`config.mk`:
```
export PLATFORM = sky130hd
export DESIGN_NAME = xalu_ise_rsp
export DESIGN_NICKNAME = d
export VERILOG_FILES = /design/src/rtl/xalu_ise_pkg.sv /design/src/rtl/xalu_rsp_fifo.sv /design/src/rtl/xalu_ise_rsp.sv
export SDC_FILE = /design/constraint.sdc
export NUM_CORES = 1
export LEC_CHECK = 0
export CORE_MARGIN = 3
export CORE_UTILIZATION = 40
export CTS_BUF_LIST = sky130_fd_sc_hd__clkbuf_2
export DETAILED_ROUTE_END_ITERATION = 6
export GPL_TIMING_DRIVEN = 0
export PLACE_DENSITY = 0.66
export SLEW_MARGIN = 25
export SYNTH_ARGS = -nofsm -noshare
export SYNTH_HDL_FRONTEND = slang
export SYNTH_HIERARCHICAL = 1
export SYNTH_SLANG_ARGS = --single-unit
```
`constraint.sdc`:
```
create_clock -name ise_clk -period 5.9 [get_ports ise_clk]
set_input_delay 1.18 -clock ise_clk [delete_from_list [all_inputs] [get_ports ise_clk]]
set_output_delay 1.18 -clock ise_clk [all_outputs]
set_load 0.1 [all_outputs]
```
`src/rtl/xalu_ise_pkg.sv`:
```
// Shared constants and the response-entry layout for the ISE ALU response stage.
// Used by xalu_rsp_fifo and xalu_ise_rsp.
package xalu_ise_pkg;

    localparam int ISE_XLEN  = 64;
    localparam int ISE_TAG_W = 5;

    typedef struct packed {
        logic [ISE_XLEN-1:0]  data;
        logic [ISE_TAG_W-1:0] tag;
        logic                 ill;
    } rsp_entry_t;

    // The FIFO relies on natural pointer wrap, so depth must be a power of two.
    function automatic bit depth_ok(input int unsigned d);
        return (d >= 2) && ((d & (d - 1)) == 0);
    endfunction

endpackage

```
`src/rtl/xalu_rsp_fifo.sv`:
```
// In-order response FIFO: pointers, occupancy count and storage.
// Flush has priority over push and pop. Storage is never reset.
module xalu_rsp_fifo
    import xalu_ise_pkg::*;
#(
    parameter int W     = 8,
    parameter int DEPTH = 2
) (
    input  logic         clk,
    input  logic         rst_n,
    input  logic         i_flush,
    input  logic         i_push,
    input  logic         i_pop,
    input  logic [W-1:0] i_wdata,
    output logic [W-1:0] o_rdata,
    output logic         o_empty,
    output logic         o_full
);

    localparam int PTR_W = $clog2(DEPTH);
    localparam logic [PTR_W:0] FULL_CNT = (PTR_W + 1)'(DEPTH);

    if (!depth_ok(DEPTH)) begin : g_depth_chk
        $error("xalu_rsp_fifo: DEPTH must be a power of two and at least 2");
    end

    logic [PTR_W-1:0] r_wptr;
    logic [PTR_W-1:0] r_rptr;
    logic [PTR_W:0]   r_count;
    logic [W-1:0]     r_mem [DEPTH];

    always_ff @(posedge clk or negedge rst_n) begin
        if (!rst_n) begin
            r_wptr  <= '0;
            r_rptr  <= '0;
            r_count <= '0;
        end else if (i_flush) begin
            r_wptr  <= '0;
            r_rptr  <= '0;
            r_count <= '0;
        end else begin
            if (i_push) r_wptr <= r_wptr + 1'b1;
            if (i_pop)  r_rptr <= r_rptr + 1'b1;
            case ({i_push, i_pop})
                2'b10:   r_count <= r_count + 1'b1;
                2'b01:   r_count <= r_count - 1'b1;
                default: r_count <= r_count;
            endcase
        end
    end

    always_ff @(posedge clk) begin
        if (i_push) r_mem[r_wptr] <= i_wdata;
    end

    assign o_rdata = r_mem[r_rptr];
    assign o_empty = (r_count == '0);
    assign o_full  = (r_count == FULL_CNT);

endmodule

```
`src/rtl/xalu_ise_rsp.sv`:
```
// ISE ALU response stage: turns each issue into exactly one writeback response.
// Optional zero-latency bypass on an empty FIFO is enabled by XALU_RSP_BYPASS_EN.
module xalu_ise_rsp
    import xalu_ise_pkg::*;
#(
    parameter int XLEN  = ISE_XLEN,
    parameter int TAG_W = ISE_TAG_W,
    parameter int DEPTH = 2
) (
    input  logic             ise_clk,
    input  logic             ise_rst,
    input  logic             ise_flush,
    input  logic             ise_val,
    input  logic [TAG_W-1:0] ise_tag,
    input  logic             ise_oval,
    input  logic [XLEN-1:0]  ise_out,
    output logic             ise_rdy,
    output logic             wb_val,
    output logic [XLEN-1:0]  wb_data,
    output logic [TAG_W-1:0] wb_tag,
    output logic             wb_ill,
    input  logic             wb_rdy
);

    typedef struct packed {
        logic [XLEN-1:0]  data;
        logic [TAG_W-1:0] tag;
        logic             ill;
    } entry_t;

    entry_t w_entry;
    entry_t w_head;
    entry_t w_rsp;
    logic   w_empty;
    logic   w_full;
    logic   w_push;
    logic   w_pop;

    // An issue the ALU did not claim becomes an illegal-instruction response.
    always_comb begin
        w_entry.data = ise_oval ? ise_out : '0;
        w_entry.tag  = ise_tag;
        w_entry.ill  = ~ise_oval;
    end

    assign ise_rdy = ~w_full;

`ifdef XALU_RSP_BYPASS_EN
    logic w_byp;
    assign w_byp  = w_empty & ise_val & wb_rdy;
    assign w_push = ise_val & ise_rdy & ~ise_flush & ~w_byp;
    assign w_pop  = ~w_empty & wb_rdy & ~ise_flush;
    assign wb_val = (~w_empty | ise_val) & ~ise_flush;
    assign w_rsp  = ~w_empty ? w_head : (ise_val ? w_entry : '0);
`else
    assign w_push = ise_val & ise_rdy & ~ise_flush;
    assign w_pop  = ~w_empty & wb_rdy & ~ise_flush;
    assign wb_val = ~w_empty;
    assign w_rsp  = w_empty ? '0 : w_head;
`endif

    assign wb_data = w_rsp.data;
    assign wb_tag  = w_rsp.tag;
    assign wb_ill  = w_rsp.ill;

    xalu_rsp_fifo #(
        .W     ($bits(entry_t)),
        .DEPTH (DEPTH)
    ) u_fifo (
        .clk     (ise_clk),
        .rst_n   (ise_rst),
        .i_flush (ise_flush),
        .i_push  (w_push),
        .i_pop   (w_pop),
        .i_wdata (w_entry),
        .o_rdata (w_head),
        .o_empty (w_empty),
        .o_full  (w_full)
    );

endmodule
```
======== Word level (Yosys, flattened, before mapping) ========
Memory sizes are Yosys's and may differ from the RTL's.
Index checks and enable logic that the tools add are counted.
storage, ports and cells
  register bits after elaboration ......... 4
  bits in writable memories ............... 140
  bits of input ports ..................... 75
  output and inout port bits .............. 72
  logic and storage cells ................. 33
  memories kept ........................... 1
cells by class
  add/subtract/negate cells ............... 4
  equality and inequality tests ........... 3
  multiplexer cells ....................... 10
  bitwise logic cells ..................... 8
  reduce and logical (&&, ||, !) cells .... 4
memory list
  name          depth  width  read ports  clocked after Yosys merged registers in  wr ports  line                 text
  u_fifo.r_mem  2      70     1           0                                        1         xalu_rsp_fifo.sv:30  logic [W-1:0] r_mem [DEPTH];
operator list
  kind                                               count
  two-way mux 70 bit                                 1
  two-way mux 64 bit                                 1
  two-way mux 1 bit                                  6
  bitwise AND 1 bit                                  4
  == test 2 bit (second input constant)              2
  inverter 1 bit                                     4
  one-hot mux 2 bit (2 select lines)                 1
  nonzero test 2 bit                                 2
  nonzero test 3 bit                                 1
  adder 1 bit (second input constant)                2
  adder 2 x 1 -> 2 bit (second input constant)       1
  == test 2 x 1 -> 1 bit (second input constant)     1
  logical NOT 2 bit                                  1
  two-way mux 2 bit                                  1
  subtractor 2 x 1 -> 2 bit (second input constant)  1

======== Longest topological paths before layout ========
  depth in word-level cells ............... 7
  mapped depth ............................ 7
  mapped depth without buffers ............ 5

======== Hierarchy ========
The synthesis kept the hierarchy.
by module, submodules not included
  module         instances  cells an instance  area an instance (µm²)  seq. area each (µm²)
  xalu_rsp_fifo  1          239                5617.9                  4304.1
  xalu_ise_rsp   1          154                1057.3                  0.0

======== Worst setup path before layout ========
Ideal clock, no wire load.
  path type ............................... in2reg
  start ................................... in ise_flush
  end ..................................... mem u_fifo/r_mem[0][0] (netlist bit) (enable)
  setup time .............................. 0.507 ns
  arrival time ............................ 4.843 ns
  data required time ...................... 5.393 ns
  slack ................................... 0.551 ns
  stages .................................. 2
  path buffers ............................ 0
  cells stage by stage .................... nor3b_1 -> nor2b_1
between the ends
  word-level cells in the longest chain between the ends .. 4
ends and longest elaborated chain
  item                                     line                 text
  start, declared                          xalu_ise_rsp.sv:12   input logic ise_flush,
  inverter 1 bit                           xalu_ise_rsp.sv:56   assign w_push = ise_val & ise_rdy & ~ise_flush;
  bitwise AND 1 bit                        xalu_ise_rsp.sv:56
  two-way mux 1 bit                        xalu_rsp_fifo.sv:53  if (i_push) r_mem[r_wptr] <= i_wdata;
  two-way mux 1 bit (implied by the code)  xalu_rsp_fifo.sv:53
  end, declared                            xalu_rsp_fifo.sv:30
Every way passes these cells.

==> results by group <==
Setup path
  – Flop-to-flop setup slack: ~3.4 ns
  – Worst endpoint data arrival time: 2.99 ns
  – WS Path Type: reg2out
  – Cell-by-cell listing of the critical path: buf_6, buf_12, mux2_4, nor2b_1, clkdlybuf4s50_1
  – Reg-to-Reg End: u_fifo/r_mem[0][20]$_DFFE_PP_
  – Highest cell delay on the worst timing path: about 1.2 ns
  – Depth of the worst register-to-register path: 4
  – Biggest fanout along the worst timing path: 10
  – Required time worst endpoint: 4.72 ns
  – Origin of the critical flop-to-flop path: u_fifo/r_count[1]$_DFFE_PN0P_
  – Worst Setup Start Kind: flop
  – Cell type of the slowest stage on the worst timing path: sky130_fd_sc_hd__clkdlybuf4s50_1
  – Endpoint of the most critical setup path: wb_data[1]
  – Nature of the critical path endpoint: primary output
  – Crit path from: u_fifo/r_rptr$_DFFE_PN0P_

Synth
  – Synth cell count leaders: sky130_fd_sc_hd__edfxtp_1 (140), sky130_fd_sc_hd__mux2_4 (69), sky130_fd_sc_hd__and2_1 (66)
  – Share of the synthesized area in the top cell type: 63.0%
  – Warnings, synthesis: 6
  – Post-Syn Instances: 393
  – Dominant synthesized flop cell: sky130_fd_sc_hd__edfxtp_1
  – Synthesized area per cell: 17.0 um2
  – Number of register bits inferred by synthesis: ~140
  – Cell variety after synth: 22
  – Mapped Nets: 468
  – Dominant cell type by area after synthesis: sky130_fd_sc_hd__edfxtp_1
  – Sequential share of the synthesized area: 64.5%
  – Ys async rst share: 2.78%
  – Leading cell type by number of instances after synthesis: sky130_fd_sc_hd__edfxtp_1
  – Dominant cells by area after synthesis: sky130_fd_sc_hd__edfxtp_1 (63%), sky130_fd_sc_hd__mux2_4 (16%), sky130_fd_sc_hd__and2_1 (6.2%)
  – Count of flip-flops with a built-in enable after synthesis: 140
  – Synthesized area: 6680 um2

CTS
  – Number of hold-repair buffers added at the cts stage: 0
  – Maximum level of the CTS H-tree: 4
  – Number of gates resized after CTS: 0
  – Clock transition at path regs: 0.21 ns
  – Maximum root-to-sink buffer count: 2
  – TritonCTS clock tree: yes
  – Buffer count from post-CTS setup fixing: 0
  – Latest clock arrival within the worst-skew pair: 0.69 ns
  – Cell chosen for the clock root: sky130_fd_sc_hd__clkbuf_2
  – Clock tree sinks: roughly 140
  – Number of clock buffers inserted by TritonCTS: 17

Detailed routing
  – Number of vias after detailed routing: 3642
  – Via density: 4.60
  – Violation count after the first detailed-route iteration: 130
  – Total DRC errors in the routed layout: 0
  – Avg WL per Cell: 16.5 um
  – Number of optimization iterations in the first detailed-route pass: 4
  – Post-DRT Antenna Nets: 0
  – Wire length reported by the detailed router: ~13000 um

Floorplanning
  – IO Count: 147
  – Area enclosed by the die boundary: between 15000 and 20000 um2
  – DIE WIDTH: 135 um
  – Std-Cell Rows: 46
  – Area of the core: 16100 um2
  – Starting density of the core: 41.4%
  – Chip height: 135 um

Power
  – Pwr dens: roughly 300 nW/um2
  – Switching component of the power: 0.000889 W
  – Comb pwr share: a little under a third
  – Seq pwr share: 44.6%
  – Fraction of power spent switching nets: 33.5%
  – Final Power: 0.00265 W
  – Internal power of the cells: 0.00176 W
  – Lkg Pwr: around 3.1 nW
  – Relative contribution of the clock network to total power: between 20% and 30%
  – Worst voltage drop across the vdd grid: 0.000162 V

Global routing
  – Most congested layer reported by global routing: met2
  – GR met1 Demand/Resource: between 10% and 20%
  – Total Routing Usage GR: 15.0%
  – GRT met2 Usage: 26.0%
  – Via count of the first global-routing pass: 4052
  – Leftover overflow at the end of global routing: 0
  – Fraction of met3 tracks used by global routing: 5.24%
  – Largest net degree at the start of global routing: 42
  – Global-route wire length before repair: 20700 um
  – Antenna violations before repair: 1

Timing
  – Max-slew headroom at the worst pin: ~31%
  – Slew of the pin with the lowest slew margin: 1.03 ns
  – Tcrit/Tclk final: approximately 71%
  – Number of hold violations in the final report: 0
  – Setup repair after global routing missed its margin: false
  – Fmax: 0.240 GHz
  – Worst clock skew: 0.0314 ns
  – Time the final worst path needs with I/O delays and setup: 4.17 ns
  – Fin. max-slew vios: 0
  – Setup-violating endpoint count in the final report: 0
  – Setup slack of the critical path after layout: 1.73 ns

Place
  – Number of cells in the design after placement: 758
  – Placed standard-cell area: around 8500 um2
  – Pre-CTS WS: 2.23 ns
  – Post-detail-place hpwl: 9040 um
  – Quantity of I/O buffers inserted on ports: between 100 and 150
  – Last weighted congestion value of the routability-driven placer: 0.687

Layout
  – Synth-to-layout area growth: 31.9%
  – Number of fill cells in the layout: 1345
  – Layout Utilization: about 55%
  – Final design instance area without fill: 8800 um2
  – Fraction of layout instances using a drive strength above 1: 27.0%
  – Fin cells: 791
  – Final net count: 636

Flow run
  – Max-cap violations: 0

Run status
  – Result of the run: completed

Hold path
  – Class of the most critical hold timing path: in2async
-- registers in the layout (all words and copies together) (netlist names) --
register	cells
u_fifo/r_rptr	1
u_fifo/r_mem	140
u_fifo/r_wptr	1
u_fifo/r_count	2
-- power groups by stage --
stage | sequential [W] | clock [W] | combinational, W
2_1_floorplan | 0.00121 | 0 | 0.000601
3_3_place_gp | 0.00121 | 0 | 0.000796
3_5_place_dp | 0.00121 | 0 | 0.000812
4_1_cts | 0.00118 | 0.000689 | 0.000815
5_1_grt | 0.00119 | 0.000735 | 0.000840
6_report | 0.00118 | 0.000662 | 0.000805
-- logic make-up (layout without fill, tap and decap cells) --
kind of cell | count (synthesis) | count (layout) | share of synthesized area (%)
AOI/OAI and AO/OA | 1 | 1 | 0.0749
xor gates and xnor gates | 3 | 3 | 0.394
buffers and inverters | 26 | 207 | 4.35
DFF | 144 | 144 | 64.5
muxes | 70 | 70 | 15.7
other | 0 | 1 | 0
and+or+nand+nor | 149 | 149 | 15.0
-- through the flow --
step	hold slack, ns	setup TNS [ns]
2_1_floorplan	0.516	0
3_3_place_gp	0.535	-142.97
3_5_place_dp	0.622	0
4_1_cts	0.561	0
5_1_grt	0.534	0
6_report	0.646	0
-- critical path: cells and delay by family (launching register included) --
family,cells,cell delay (ns)
buf+inv,3,1.51
flops,1,0.42
mux,1,0.19
simple gates,1,0.19
-- final cells by class --
type                            count  area, um2  share of cell area [%]
Sequential cell                   144       4300                    48.9
Tap cell                          216        270                    3.07
Buffer                             23        279                    3.17
Clock inverter                     11        188                    2.13
Clock buffer                       21        105                    1.19
Inverter                            3       11.3                   0.128
Multi-Input combinational cell    223       2090                    23.7
Antenna cell                        1       2.50                  0.0284
Timing Repair Buffer              149       1550                    17.6
-- metal layers --
metal	vias up	share of wire, %
met2	105	52
li1	1741	-
met4	0	1.1
met3	9	5.6
met1	1787	42
met5	-	0
-- cell usage in the layout (no fill, tap or decap), types with 2 or more instances in the layout --
cell type / n
sky130_fd_sc_hd__clkdlybuf4s50_1: 145
sky130_fd_sc_hd__edfxtp_1: 140
sky130_fd_sc_hd__mux2_4: 69
sky130_fd_sc_hd__and2_1: 65
sky130_fd_sc_hd__nor2b_1: 47
sky130_fd_sc_hd__nor2b_2: 24
sky130_fd_sc_hd__clkbuf_2: 21
sky130_fd_sc_hd__buf_6: 8
sky130_fd_sc_hd__buf_12: 8
sky130_fd_sc_hd__bufinv_16: 5
sky130_fd_sc_hd__clkbuf_4: 4
sky130_fd_sc_hd__nor2_1: 4
sky130_fd_sc_hd__dfrtp_1: 4
sky130_fd_sc_hd__buf_2: 3
sky130_fd_sc_hd__inv_1: 3
sky130_fd_sc_hd__buf_16: 3
sky130_fd_sc_hd__nor3b_2: 2
sky130_fd_sc_hd__nor3b_1: 2
sky130_fd_sc_hd__clkinv_1: 2
sky130_fd_sc_hd__clkinv_4: 2
sky130_fd_sc_hd__xnor2_1: 2
-- worst min path at each step --
| stage | slack [ns] | to | depth (start not counted) |
|---|---|---|---|
| after global routing | 0.53 | u_fifo/r_count[1]$_DFFE_PN0P_ | 1 |
| after global placement | 0.53 | u_fifo/r_wptr$_DFFE_PN0P_ | 2 |
| after floorplan | 0.52 | u_fifo/r_wptr$_DFFE_PN0P_ | 2 |
| after detailed placement | 0.62 | u_fifo/r_wptr$_DFFE_PN0P_ | 2 |
| final | 0.65 | u_fifo/r_count[1]$_DFFE_PN0P_ | 1 |
| after CTS | 0.56 | u_fifo/r_count[1]$_DFFE_PN0P_ | 1 |
No activity file was read; power rests on OpenSTA's default activity.
